### src/rtl/seg7_display_ctrl.sv
// seg7_display_ctrl: Avalon-MM 4-digit 7-segment driver with hex/BCD decode, blanking, polarity and PWM dimming (optional irq via SEG7_DISPLAY_IRQ_EN)
module seg7_display_ctrl #(
  parameter int PWM_PRESCALE = 256
) (
  input  logic        clk,
  input  logic        reset_n,
  input  logic [1:0]  address,
  input  logic        chipselect,
  input  logic        write_n,
  input  logic [31:0] writedata,
  output logic [31:0] readdata,
  output logic [27:0] out_port,
  output logic        busy
`ifdef SEG7_DISPLAY_IRQ_EN
  ,
  output logic        irq
`endif
);
  localparam int PW = PWM_PRESCALE > 1 ? $clog2(PWM_PRESCALE) : 1;
  typedef enum logic [1:0] {IDLE, SHIFT, LOAD} state_t;
  state_t state, state_n;
  logic [15:0] value;
  logic [12:0] control;
  logic [3:0]  cnt;
  logic [35:0] sh;
  logic [27:0] display, blank_x, seg;
  logic        overflow, hex_pend, wr, wr_val, lit, wrap;
  logic [PW-1:0] pre;
  logic [3:0]  pwm_cnt;
  logic [31:0] status;
  logic        unused_bits;
  function automatic logic [6:0] glyph(input logic [3:0] d);
    case (d)
      4'h0: glyph = 7'h3F;
      4'h1: glyph = 7'h06;
      4'h2: glyph = 7'h5B;
      4'h3: glyph = 7'h4F;
      4'h4: glyph = 7'h66;
      4'h5: glyph = 7'h6D;
      4'h6: glyph = 7'h7D;
      4'h7: glyph = 7'h07;
      4'h8: glyph = 7'h7F;
      4'h9: glyph = 7'h6F;
      4'hA: glyph = 7'h77;
      4'hB: glyph = 7'h7C;
      4'hC: glyph = 7'h39;
      4'hD: glyph = 7'h5E;
      4'hE: glyph = 7'h79;
      default: glyph = 7'h71;
    endcase
  endfunction
  // One double-dabble step on {bcd[19:0], bin[15:0]}: add 3 to nibbles >= 5, then shift left
  function automatic logic [35:0] dabble(input logic [35:0] s);
    logic [35:0] t;
    t = s;
    for (int i = 0; i < 5; i++)
      if (t[16+4*i +: 4] >= 4'd5) t[16+4*i +: 4] = t[16+4*i +: 4] + 4'd3;
    return {t[34:0], 1'b0};
  endfunction
  assign wr = chipselect & ~write_n;
  assign wr_val = wr & (address == 2'd0);
  assign busy = state != IDLE;
  assign unused_bits = ^writedata[31:16];
  assign wrap = pre == PW'(PWM_PRESCALE - 1);
  assign lit = (control[11:8] == 4'hF) | (pwm_cnt < control[11:8]);
  assign blank_x = {{7{control[7]}}, {7{control[6]}}, {7{control[5]}}, {7{control[4]}}};
  assign seg = (control[0] & lit) ? (display & ~blank_x) : '0;
`ifdef SEG7_DISPLAY_IRQ_EN
  assign status = {29'b0, irq, overflow, busy};
`else
  assign status = {30'b0, overflow, busy};
`endif
  // Combinational register read mux
  always_comb
    readdata = address == 2'd0 ? {16'b0, value} : address == 2'd1 ? {19'b0, control} : address == 2'd2 ? status : '0;
  // Next state: any VALUE write aborts and restarts (BCD) or idles (hex)
  always_comb begin
    state_n = state;
    state_n = wr_val ? (control[1] ? SHIFT : IDLE) : (state == SHIFT && cnt == 4'd15) ? LOAD : (state == LOAD) ? IDLE : state;
  end
  // Conversion state register
  always_ff @(posedge clk or negedge reset_n)
    if (!reset_n) state <= IDLE;
    else state <= state_n;
  // Register file, conversion datapath and display register
  always_ff @(posedge clk or negedge reset_n)
    if (!reset_n) begin
      value <= '0;
      control <= '0;
      cnt <= '0;
      sh <= '0;
      display <= '0;
      overflow <= 1'b0;
      hex_pend <= 1'b0;
    end else begin
      if (wr && address == 2'd1) control <= writedata[12:0];
      if (wr_val) begin
        value <= writedata[15:0];
        cnt <= '0;
        sh <= {20'b0, writedata[15:0]};
        hex_pend <= ~control[1];
        if (!control[1]) overflow <= 1'b0;
      end else begin
        hex_pend <= 1'b0;
        if (state == SHIFT) begin
          sh <= dabble(sh);
          cnt <= cnt + 4'd1;
        end
      end
      if (hex_pend) display <= {glyph(value[15:12]), glyph(value[11:8]), glyph(value[7:4]), glyph(value[3:0])};
      if (state == LOAD && !wr_val) begin
        overflow <= value > 16'd9999;
        display <= value > 16'd9999 ? {4{7'h40}} : {glyph(sh[31:28]), glyph(sh[27:24]), glyph(sh[23:20]), glyph(sh[19:16])};
      end
    end
  // PWM prescaler and 16-step duty counter
  always_ff @(posedge clk or negedge reset_n)
    if (!reset_n) begin
      pre <= '0;
      pwm_cnt <= '0;
    end else begin
      pre <= wrap ? '0 : pre + 1'b1;
      if (wrap) pwm_cnt <= pwm_cnt + 4'd1;
    end
  // Registered segment output with polarity
  always_ff @(posedge clk or negedge reset_n)
    if (!reset_n) out_port <= '0;
    else out_port <= control[12] ? ~seg : seg;
`ifdef SEG7_DISPLAY_IRQ_EN
  // Completion interrupt: set on an unaborted LOAD, cleared by a STATUS write; set wins
  always_ff @(posedge clk or negedge reset_n)
    if (!reset_n) irq <= 1'b0;
    else if (state == LOAD && !wr_val) irq <= 1'b1;
    else if (wr && address == 2'd2) irq <= 1'b0;
`endif
endmodule

### config.mk
export PLATFORM = sky130hd
export DESIGN_NAME = seg7_display_ctrl
export DESIGN_NICKNAME = d
export VERILOG_FILES = /design/src/rtl/seg7_display_ctrl.sv
export SDC_FILE = /design/constraint.sdc
export NUM_CORES = 1
export LEC_CHECK = 0
export BUFFER_PORTS_ARGS = -buffer_cell sky130_fd_sc_hd__buf_4
export CORE_ASPECT_RATIO = 1.2
export CORE_MARGIN = 2
export CORE_UTILIZATION = 45
export CTS_BUF_LIST = sky130_fd_sc_hd__clkbuf_8
export CTS_CLUSTER_DIAMETER = 150
export CTS_CLUSTER_SIZE = 30
export DETAILED_ROUTE_END_ITERATION = 8
export PLACE_DENSITY = 0.69
export SYNTH_ARGS = -nofsm -noshare
export SYNTH_HDL_FRONTEND = slang
export SYNTH_SLANG_ARGS = --single-unit
### constraint.sdc
create_clock -name clk -period 3.02 [get_ports clk]
set_clock_uncertainty 0.2 [all_clocks]
set_input_delay 0.604 -clock clk [delete_from_list [all_inputs] [get_ports clk]]
set_output_delay 0.604 -clock clk [all_outputs]
set_load 0.005 [all_outputs]
After elaboration in Yosys (flattened, before gate mapping)
Memory sizes are Yosys's and may differ from the RTL's.
Cells that the tools add are included.
- reduce and logical (&&, ||, !) cells: 11
- multiply operators: 0
- muxes and demuxes: 26
- order comparisons: 7
- equal/unequal tests: 8
- shift operators: 0
- div/mod/pow operators: 0
- bitwise gates (word level): 9
- $add $sub $neg: 8
- operator list (cell ; number):
    $mux W28 ; 5
    $mux W36 ; 2
    $not A28 Y28 ; 2
    $and A28 B28 Y28 ; 1
    $mux W4 ; 6
    $ge A4 B3 Y1 const B ; 5
    $add A4 B2 Y4 const B ; 4
    $gt A16 B14 Y1 const B ; 1
    $mux W16 ; 1
    $mux W13 ; 1
    $add A4 B1 Y4 const B ; 2
    $add A8 B1 Y8 const B ; 1
    $eq A4 B4 Y1 const B ; 2
    $eq A8 B8 Y1 const B ; 1
    $mux W2 ; 4
    $mux W8 ; 1
    $reduce_bool A2 Y1 ; 4
    $mux W1 ; 5
    $eq A2 B1 Y1 const B ; 2
    $eq A2 B2 Y1 const B ; 2
    $lt A4 B4 Y1 ; 1
    $add A3 B2 Y3 const B ; 1
    $and A1 B1 Y1 ; 3
    $logic_and A1 B1 Y1 ; 3
    other kinds (8) ; 9
- output and inout port bits: 61
- bits in registers: 141
- bits in writable memories: 0
- latch bits: 0
- memory bits (read-only): 896
- memories kept: 8
- memories (memory ; words ; bits a word ; read ports ; clocked after memory_dff ; wr ports ; RTL line ; RTL):
    (no name shown) ; 16 ; 7 ; 1 ; 0 ; 0 ; 33 ; case (d)
    (no name shown) ; 16 ; 7 ; 1 ; 0 ; 0 ; 33 ;
    (no name shown) ; 16 ; 7 ; 1 ; 0 ; 0 ; 33 ;
    (no name shown) ; 16 ; 7 ; 1 ; 0 ; 0 ; 33 ;
    (no name shown) ; 16 ; 7 ; 1 ; 0 ; 0 ; 33 ;
    (no name shown) ; 16 ; 7 ; 1 ; 0 ; 0 ; 33 ;
    2 more memories ; - ; - ; - ; - ; - ; - ;

Logic depth before layout (Yosys ltp)
Gate-level depths: netlist of the first run.
- depth after elaboration: 7
- mapped depth: 8
- mapped depth without buffers: 7

Least setup slack after synthesis of the first run
No wires, ideal clock.
- path kind: input to output
- start: in address[0]
- end: out readdata[12]
- setup slack: 0.730 ns
- stages: 4
- data arrival time: 1.486 ns
- data required time: 2.216 ns
- cell sequence: buf_2 > buf_1 > mux2i_1 > nor2_1
- word-level cells in the longest chain between the ends: 3
- ends and longest elaborated chain (item ; RTL line ; RTL):
    from (decl) ; 7 ; input logic [1:0] address,
    $eq A2 B1 Y1 ; 75 ; readdata = address == 2'd0 ? {16'b0, value} : address == 2'd1 ? {19'b0, control} : address == 2'd2 ? status : ...
    $mux W13 ; 75 ;
    $mux W16 (*) ; 75 ;
    to (decl) ; 11 ; output logic [31:0] readdata,
Every way passes the cells marked *; elsewhere a longest branch is shown, timed or not.

Worst setup path in the final report of the first run
- start: reg state[0]
- end: out readdata[0]
- word-level cells in the longest chain between the ends: 4
- ends and longest elaborated chain (item ; RTL line ; RTL):
    from (decl) ; 21 ; state_t state, state_n;
    from (signal assigned) ; 84 ; else state <= state_n;
    $reduce_bool A2 Y1 ; 62 ; assign busy = state != IDLE;
    $mux W2 ; 75 ;
    $mux W13 ; 75 ;
    $mux W16 ; 75 ;
Every way passes these cells.

==> results.cfg, run 1 <==
[run_status]
outcome = complete, no violations

[global_route]
antenna_found_initial = 0
overflow = 0
grt_pass1_wl_microns = 31000
track_usage_pct = 20.1
grt_pass1_vias = 6178
grt_max_degree = 59

[critical_path]
cp.arrival_ps = 1680
path_class = reg2out
cpMaxStageDelayCell = dfrtp_1
startpoint = state[0]
cp_max_fo = 7
rr_startpoint = value[12]
required_ps = 2220
critPathLaunchType = register
cp_cell_sequence = or2_2 > mux2i_1 > o21ai_0 > buf_4
path_buf_inv = 1
end_kind = output port
cp_top_family = flip-flops
cpPeakStageDelay_ps = 480

[floorplan]
die_x_microns = 128
initial_core_util_pct = 45.7
core_sq_um = 18200
rows = 54
die_height_microns = 153
die_area_sq_um = 19600
num_io_pins = 99

[logic_synthesis]
seq_area_frac_synth_pct = 41.2
syn_area_per_cell_sq_um = 9.48
ys_seq_elements = 137
synth_top_area_cell = dfrtp_1
yosys-top-cells-area = dfrtp_1, ha_1, nand2_1
synthTopCellsByCount = dfrtp_1, nand2_1, o21ai_0
synth-edff-count = 0
yosys.cell_count.top_type = dfrtp_1
synthDominantCellAreaShare_pct = 41.2
synth_cell_types = 64
syn_area_sq_um = 8310
synthCells = 877
synth_top_flop_cell = dfrtp_1
async_flop_share_pct = 100
synth_warnings = 0

[clock_tree]
worstSkewPairLatency_ps = 470
clkTransAtPathRegs_ps = 80
cts_tree = yes
cts_buffers = 17
postCtsSetupRepairBufs = 0
cts-htree-levels = 4
cts-root-buf = clkbuf_8
clkSinkCount = 137
clk_path_buf_depth = 2

[routing]
top_layer = met4
dr_wl_met3_microns = 666
wire_per_inst_microns = 16.5
dr.first_iter.drc_count = 410
met1_length_microns = 7790
vias_per_cell = 5.47
via_count = 6343
ant_nets = 0
firstDrtPassIters = 4
drt_wl_total_microns = 19200
drc_errors = 0
met2_length_microns = 10000

[layout]
fill_cells = 1647
synthToLayoutAreaGrowth_pct = 12.5
design_area_sq_um = 9350
fin_nets = 1023
n_antenna_cell = 0
layout-drive-gt1-share_pct = 15.0

[sta]
slew_violations = 0
rsz0062_at_grt = false
finalHoldViolCount = 0
fin_ws_ps = 534
min_period_ps = 2490
setup-tns-final_ps = 0
finalHoldWorstSlack_ps = 146
worst_slew_pin_slew_ps = 591
fin_crit_sh_pct = 82.3
relSlewSlack_pct = 60.6
fmax_mhz = 402
setup_viol = 0

[place]
dp_slack_ps = 483
port_buffers = 66
place_area_sq_um = 8950
hpwl_microns = 14200
place_congestion = 0.894

[power]
total_power_mw = 7.75
seqPwrFrac_pct = 40.8
irDropWorstVdd_v = 0.000333
powerDensity_nw_per_um2 = 829
clkPwrFrac_pct = 19.8
netSwitchingPower_mw = 2.95
leakage_nw = 4.23
p_int_mw = 4.80
sw_frac_of_total_pct = 38.1
combPwrFrac_pct = 39.4

[run]
maxCapViolCount = 0

[worst_hold_path]
hold_start = writedata[15]
hold_class = in2reg
-- cells by family (layout without fill, tap and decap cells) --
family | Yosys count | count (layout) | share of synthesized area (%)
simple gates | 254 | 254 | 14.4
compound gates | 216 | 216 | 17.1
flops | 137 | 137 | 41.2
buf+inv | 108 | 151 | 5.99
fa+ha+maj | 62 | 62 | 9.33
mux | 55 | 55 | 7.22
xor+xnor | 44 | 44 | 4.64
other cells | 1 | 16 | 0.0451
-- layout by cell type, fill, tap and decap left out, drive strengths merged, types with 19 or more instances in the layout --
| cell type | count |
|---|---|
| xnor2 | 39 |
| buf | 83 |
| mux2i | 42 |
| nand2 | 124 |
| o21ai | 69 |
| nor2 | 52 |
| dfrtp | 137 |
| inv | 40 |
| ha | 62 |
| nor2b | 25 |
| a21oi | 46 |
| clkbuf | 19 |
-- repair_timing --
item                                   4_1_cts  5_1_grt
gates resized for setup                      0        0
endpoints found under the hold margin       55        0
hold buffers                                 1        0
-- tightest hold or removal path, stage by stage --
cell     delay, ps
buf_4           80
nand2_1         50
nand2_1         50
-- cell type report --
class                      count  area (sq um)  share of cell area (%)
timing repair buffer          84           662                    7.08
clock buffer                  19           262                    2.80
multi-input combinational    647          4450                    47.6
tap                          224           280                    3.00
clock inverter                12           135                    1.44
sequential                   137          3430                    36.7
inverter                      36           135                    1.44
-- per-layer routing --
| metal | vias up | global-route usage, % |
|---|---|---|
| li1 | 3115 | - |
| met5 | - | 0 |
| met1 | 3059 | 23.3 |
| met3 | 41 | 3.92 |
| met4 | 0 | 10.0 |
| met2 | 128 | 35.2 |
-- flip-flops by register name, summed over array words and instances (netlist names) --
register and cells:
control 13, state 2, overflow 1, value 16, sh 32, hex_pend 1, display 28, out_port 28
pre 8, pwm_cnt 4, cnt 4
-- worst paths after layout --
path	endpoint	slack (ps)	depth (start not counted)
max	readdata[0]	530	4
min	value[15]	150	3
max reg2reg	display[25]	580	7
min reg2reg	pre[0]	250	1
max in group asynchronous	sh[10]	1420	3
min in group asynchronous	display[14]	460	2
-- power by group through the flow --
stage | Combinational (mW) | Clock [mW] | Sequential, mW
2_1_floorplan | 2.37 | 0 | 2.86
3_3_place_gp | 3.00 | 0 | 3.17
4_1_cts | 3.08 | 1.57 | 3.15
5_1_grt | 3.44 | 1.65 | 3.26
3_5_place_dp | 3.07 | 0 | 3.19
6_report | 3.06 | 1.53 | 3.16
-- metrics by stage --
step	util (%)	instances
after CTS	51.5	1159
after detailed placement	49.2	1127
after global routing	51.5	1159
final	51.5	1159
after floorplan	-	892
after global placement	49.2	1127
Note: power is estimated with default switching activity, not from simulation.
==> run 2, diff against run 1 <==
- clock period: 3.02 -> 2.4 ns (I/O delays scaled with it)
==> run 2 against run 1 <==
- design area rose by 1.7%
- sequential share of layout area fell by 0.59 points
- first-iteration DRC count rose by 25%
- cell count rose by 1.4%
- sequential power rose by 24%
- register-to-register slack got worse by 410 ps
- clock power rose by 37%
- largest power group is now combinational logic
==> results.cfg, run 2 (synthesized netlist as in run 1, its figures left out) <==
[power]
leakage_nw = 4.31
total_power_mw = 9.99
powerDensity_nw_per_um2 = 1050
irDropWorstVdd_v = 0.000402

[layout]
largest_reg_flops = 32
fill_cells = 1649
layout-drive-gt1-share_pct = 17.0
largest-register = sh
synthToLayoutAreaGrowth_pct = 14.4
reg_top3 = sh: 32 flops, display: 28 flops, out_port: 28 flops
layout.cells.most_common = dfrtp_1
seqCellArea_sq_um = 3430
mostFrequentLayoutCells = dfrtp_1, nand2_1, buf_4
design_area_sq_um = 9510
multi_input_area_sq_um = 4460
n_antenna_cell = 0
fin_nets = 1038

[floorplan]
core_sq_um = 18200
die_area_sq_um = 19600
rows = 54
die_height_microns = 153
die_x_microns = 128
initial_core_util_pct = 45.7
num_io_pins = 99

[run]
maxCapViolCount = 0

[sta]
min_period_ps = 2260
fin_crit_sh_pct = 94.0
relSlewSlack_pct = 52.3
fmax_mhz = 443
worst_slew_pin_slew_ps = 715
slew_violations = 0
finalHoldViolCount = 0
setup_viol = 0
setup-tns-final_ps = 0
rsz0062_at_grt = false

[critical_path]
ff2ff_path_depth = 7
cpPeakStageDelay_ps = 450
end_kind = output port
path_class = reg2out
path_depth = 4
critPathLaunchType = register
path_buf_inv = 1
cp.arrival_ps = 1580
cpMaxStageDelayCell = dfrtp_2
required_ps = 1720
cp_max_fo = 4
cp_top_family = flip-flops
cp_cell_sequence = or2_4 > mux2i_1 > o21ai_1 > buf_4

[place]
port_buffers = 66
hpwl_microns = 13900
place_congestion = 0.906
place_area_sq_um = 9040

[routing]
firstDrtPassIters = 5
ant_nets = 0
wire_per_inst_microns = 16.5
via_count = 6400
vias_per_cell = 5.45
drt_wl_total_microns = 19400
drc_errors = 0
dr.first_iter.drc_count = 511

[clock_tree]
cts_tree = yes
clkTransAtPathRegs_ps = 80
clkSinkCount = 137
clk_path_buf_depth = 2
cts-htree-levels = 4
cts_buffers = 17
worstSkewPairLatency_ps = 470
cts-root-buf = clkbuf_8

[global_route]
grt_pass1_wl_microns = 31100
grt_max_degree = 63
track_usage_pct = 20.2
antenna_found_initial = 0
overflow = 0
grt_pass1_vias = 6114

[worst_hold_path]
hold_class = in2reg
hold_depth = 3

[run_status]
outcome = complete, no violations
[run 2: per-stage QoR]
| step | std cells | utilization [%] | hold WS (ps) | setup slack (ps) |
|---|---|---|---|---|
| after floorplan | 892 | - | -15.6 | 210 |
| after global placement | 1139 | 49.7 | 223 | 129 |
| after detailed placement | 1139 | 49.7 | 224 | 110 |
| after CTS | 1172 | 52.2 | 14.7 | 16.1 |
| after global routing | 1175 | 52.3 | 21.3 | 45.2 |
| final | 1175 | 52.3 | 18.8 | 144 |
[run 2: area by class of cell]
class	instances	share of cell area, %
clock inverters	13	1.84
flip-flops and latches	137	36.1
inverters	36	1.42
well taps	224	2.95
multi-input cells	648	46.9
clock buffers	19	2.75
repair buffers	98	8.06
[run 2: routing by layer]
metal / vias to the layer above / share of wire [%] / wire, microns / track usage (%)
li1: 3137 / - / - / -
met1: 3098 / 42 / 8190 / 24.6
met2: 136 / 52 / 10100 / 35.8
met3: 29 / 3.6 / 693 / 3.92
met4: 0 / 2.0 / 386 / 6.54
met5: - / 0 / 0 / 0
[run 2: path summary, 6_finish.rpt]
kind	from	to	slack, ps
worst max register to register	value[12]	display[25]	170
max in group asynchronous	reset_n	state[1]	1100
worst max-delay path	state[1]	readdata[0]	140
worst min register to register	pre[0]	pre[0]	260
worst min-delay path	writedata[14]	value[14]	20
min in group asynchronous	reset_n	out_port[17]	290
[run 2: power by group]
| group | internal (mW) | switching, mW | total, mW |
|---|---|---|---|
| logic | 1.93 | 2.05 | 3.98 |
| clock network | 1.18 | 0.911 | 2.09 |
| registers | 3.12 | 0.809 | 3.92 |
[run 2: timing repair]
| item | 4_1_cts | 5_1_grt |
|---|---|---|
| endpoints found under the hold margin | 37 | 0 |
| endpoints found under the setup margin | 1 | 4 |
| setup buffers | 0 | 2 |
| hold buffers | 1 | 0 |
| cloned | 0 | 1 |
| pin swaps | 0 | 1 |
| gates resized for setup | 1 | 3 |
[run 2: worst min-delay path: cells and delay by family]
| family | cells | cell delay [ps] |
|---|---|---|
| AND/OR/NAND/NOR | 2 | 100 |
| buffers and inverters | 1 | 80 |
